$ cat config.mk
export PLATFORM = sky130hd
export DESIGN_NAME = clk_phase_div
export DESIGN_NICKNAME = d
export VERILOG_FILES = /design/src/rtl/mmcm_clkdiv_model_pkg.sv /design/src/rtl/mmcm_clkdiv_model_div.sv
export SDC_FILE = /design/constraint.sdc
export NUM_CORES = 1
export LEC_CHECK = 0
export CELL_PAD_IN_SITES_DETAIL_PLACEMENT = 1
export CELL_PAD_IN_SITES_GLOBAL_PLACEMENT = 1
export CORE_AREA = 5 5 42 44
export DETAILED_ROUTE_END_ITERATION = 12
export DIE_AREA = 0 0 47 49
export PLACE_DENSITY_LB_ADDON = 0.1
export SYNTH_ARGS = -nofsm -noshare
export SYNTH_HDL_FRONTEND = slang
export SYNTH_SLANG_ARGS = --single-unit
$ cat constraint.sdc
create_clock -name sysclk -period 0.8 [get_ports sysclk]
set_input_delay 0.24 -clock sysclk [delete_from_list [all_inputs] [get_ports sysclk]]
set_output_delay 0.24 -clock sysclk [all_outputs]
set_load 0.01 [all_outputs]
$ cat src/rtl/mmcm_clkdiv_model_pkg.sv
// Shared helpers for the behavioural clock-tree models: phase offset and
// high-phase length of a divided clock, expressed in VCO cycles.
package mmcm_model_pkg;

    // Offset in VCO cycles of a DIV-ratio clock shifted by DEG degrees.
    function automatic int phase_offset(input int deg, input int div);
        return (deg * div) / 360;
    endfunction

    function automatic bit phase_offset_exact(input int deg, input int div);
        return ((deg * div) % 360) == 0;
    endfunction

    // Odd ratios put the extra cycle in the high phase.
    function automatic int hi_cycles(input int div);
        return (div + 1) / 2;
    endfunction

endpackage

$ cat src/rtl/mmcm_clkdiv_model_div.sv
// One divided clock: phase counter, high-window compare and output flop.
// The counter is held at 0 until run rises so all instances start aligned.
module clk_phase_div
    import mmcm_model_pkg::*;
#(
    parameter int DIV = 16,
    parameter int OFF = 4
) (
    input  logic sysclk,
    input  logic rst,
    input  logic run,
    output logic clk_out
);

    localparam int W = $clog2(DIV);
    localparam int HI = hi_cycles(DIV);
    localparam logic [W:0]   DIV_W   = (W + 1)'(DIV);
    localparam logic [W:0]   SHIFT_W = (W + 1)'(DIV - OFF);
    localparam logic [W:0]   HI_W    = (W + 1)'(HI);
    localparam logic [W-1:0] LAST_W  = W'(DIV - 1);

    logic [W-1:0] ph_q, ph_d;
    logic         out_q, out_d;
    logic [W:0]   rel;

    // NOTE: every always_comb output gets a default first so no path can infer a latch.
    always_comb begin
        ph_d = ph_q;
        if (!run || ph_q == LAST_W) begin
            ph_d = '0;
        end else begin
            ph_d = ph_q + W'(1);
        end

        // (ph + DIV - OFF) mod DIV; the sum is below 2*DIV so one subtract suffices.
        rel = {1'b0, ph_q} + SHIFT_W;
        if (rel >= DIV_W) begin
            rel = rel - DIV_W;
        end
        out_d = run && (rel < HI_W);
    end

    // NOTE: state flops use non-blocking assignments so every flop samples pre-edge values.
    always_ff @(posedge sysclk) begin
        if (rst) begin
            ph_q  <= '0;
            out_q <= 1'b0;
        end else begin
            ph_q  <= ph_d;
            out_q <= out_d;
        end
    end

    assign clk_out = out_q;

endmodule

==> results.sh <==
export IMPL_status="complete, but fails checks"
export IMPL_violations="negative setup slack"
export IMPL_finalClockSkew_ns=0.003260
export IMPL_die_area_um2=2303
export IMPL_fillers=174
export IMPL_cts_tree="yes"
export IMPL_hold_class="reg -> reg"
export IMPL_synthCells=18
export IMPL_synth_largest_area_cell="dfxtp_1"
export IMPL_dieWidth_um=47
export IMPL_grt_max_degree=5
export IMPL_place_ws_ns=-0.3360
export IMPL_grt_pass1_wl_um=752
export IMPL_antenna_cells=0
export IMPL_reg2reg_depth=4
export IMPL_synth_cell_type_count=10
export IMPL_yosys_warnings=0
export IMPL_clk_latency_ns=0.24
export IMPL_synth_seq_area_share_pct=53.69
export IMPL_rows=14
export IMPL_syn_area_per_cell_um2=10.36
export IMPL_finalSetupTns_ns=-0.4928
export IMPL_max_cap_violations=0
export IMPL_synth_fp_nets=23
export IMPL_pwr_density_cell_nw_per_um2=1854
export IMPL_synth_seq_cells=5
export IMPL_fin_ws_ns=-0.1086
export IMPL_grt_antenna_before_repair=0
export IMPL_crit_fanout=4
export IMPL_drt_total_wl_um=426
export IMPL_gp_congestion=0.6427
export IMPL_clock_root_buffer="clkbuf_4"
export IMPL_ir_drop_mv=0.7800
export IMPL_firstDrtPassIters=2
export IMPL_stdcell_area_um2=320.3
export IMPL_max_clock_path_buffers=2
export IMPL_max_freq_mhz=1101
export IMPL_p_leak_nw=0.1326
export IMPL_grt_pass1_vias=151
export IMPL_num_vias=156
export IMPL_layout_nets=35
export IMPL_ant_nets=0
export IMPL_relSlewSlack_pct=86.83
export IMPL_crit_path_end_kind="flip-flop"
export IMPL_grtUsageTotal_pct=5.360
export IMPL_grt_overflow=0
export IMPL_worst_endpoint_required_ns=0.97
export IMPL_drc=0
export IMPL_cp_start_kind="flip-flop"
export IMPL_ios=4
export IMPL_postPlaceCellArea_um2=275.3
export IMPL_htree_levels=1
export IMPL_clock_sinks=5
export IMPL_final_cell_mix="nor2_1, dfxtp_2, buf_4"
export IMPL_finalHoldViolations=0
export IMPL_seq_area_um2=105.1
export IMPL_netlist_area_um2=186.4
export IMPL_min_path_cells=2
export IMPL_slew_viol_final=0
export IMPL_syn_to_final_growth_pct=71.81
export IMPL_fin_crit_sh_pct=113.6
export IMPL_routed_via_density=3.467
export IMPL_synth_top_area_share_pct=53.69
export IMPL_critPathKind="reg -> reg"
export IMPL_synth_area_leaders="dfxtp_1, ha_1, nor2_1"
export IMPL_hpwl_um=305.3
export IMPL_min_period_ns=0.9086
export IMPL_wl_per_cell_um=9.467
export IMPL_worstPathArrival_ns=1.08
export IMPL_grt_setup_unrepaired="true"
export IMPL_numCtsBuffers=3
export IMPL_chipHeight_um=49
export IMPL_coreArea_um2=1401
export IMPL_p_total_w=0.0005939
export IMPL_start_util_pct=13.30
export IMPL_setup_viol=6
export IMPL_io_buffers=3
export IMPL_drt_iter0_drc=1
export IMPL_drive_gt1_share_pct=51.72
export IMPL_multiInputGateArea_um2=110.1
export IMPL_cts_reportedPaths_clkPinSlew_ns=0.05
export IMPL_worst_slew_pin_slew_ns=0.1970
[layer usage]
metal,vias to the layer above,share of wire [%],GRT usage (%)
li1,80,-,-
met3,2,6.3,3.321
met5,-,0,0
met1,72,47,6.181
met2,2,44,5.430
met4,0,1.9,6.912
[per-stage QoR]
step | hold WS [ns] | util (%) | std cells
floorplan | 0.4040 | - | 18
global placement | 0.5078 | 19.64 | 40
detailed placement | 0.5165 | 19.64 | 40
CTS | 0.5179 | 22.86 | 45
global route | 0.5453 | 22.86 | 45
finish | 0.5226 | 22.86 | 45
[final timing paths]
| check | startpoint | end | slack (ns) |
|---|---|---|---|
| worst max register to register | ph_q[2]$_SDFF_PP0_ | ph_q[0]$_SDFF_PP0_ | -0.11 |
| worst min register to register | ph_q[0]$_SDFF_PP0_ | ph_q[0]$_SDFF_PP0_ | 0.52 |
| worst min-delay path | ph_q[0]$_SDFF_PP0_ | ph_q[0]$_SDFF_PP0_ | 0.52 |
| worst max-delay path | ph_q[2]$_SDFF_PP0_ | ph_q[0]$_SDFF_PP0_ | -0.11 |
[area by class of cell]
type,instances,area share (%)
clock buffer,4,8.203
inverter,1,1.172
multi-input combinational,12,34.38
sequential,5,32.81
tap,16,6.250
timing repair buffer,7,17.19
[what timing repair did]
item,CTS,global route
endpoints found under the setup margin,6,6
pin swaps,6,3
resized for setup,8,0
hold buffers,0,0
setup buffers,1,0
[cell families after synthesis]
group	synth area share, %
adders and majority gates	13.42
xor gates and xnor gates	9.398
and+or+nand+nor	21.47
buffers and inverters	2.011
DFF	53.69
[cells in the mapped netlist]
library cell,count
inv_1,1
nand3b_1,1
ha_1,2
xor2_1,1
and3b_1,1
nand3_1,1
xnor2_1,1
nand2_1,1
dfxtp_1,5
nor2_1,4
[registers in the layout (all words and copies together), names as in the netlist]
signal   count
ph_q         4
clk_out      1
[worst max-delay path, cell delays in order (launching register included)]
cell	delay, ns
dfxtp_2	0.33
ha_4	0.15
nand2_2	0.06
nand3b_1	0.16
nor2_1	0.13
[power breakdown]
group | internal, W | switching (W) | leakage, nW
clock | 0.000189 | 0.000114 | 0.0150
sequential | 0.000256 | 0.00000482 | 0.0424
combinational | 0.0000189 | 0.0000108 | 0.0752
No activity file was read; power rests on OpenSTA's default activity.
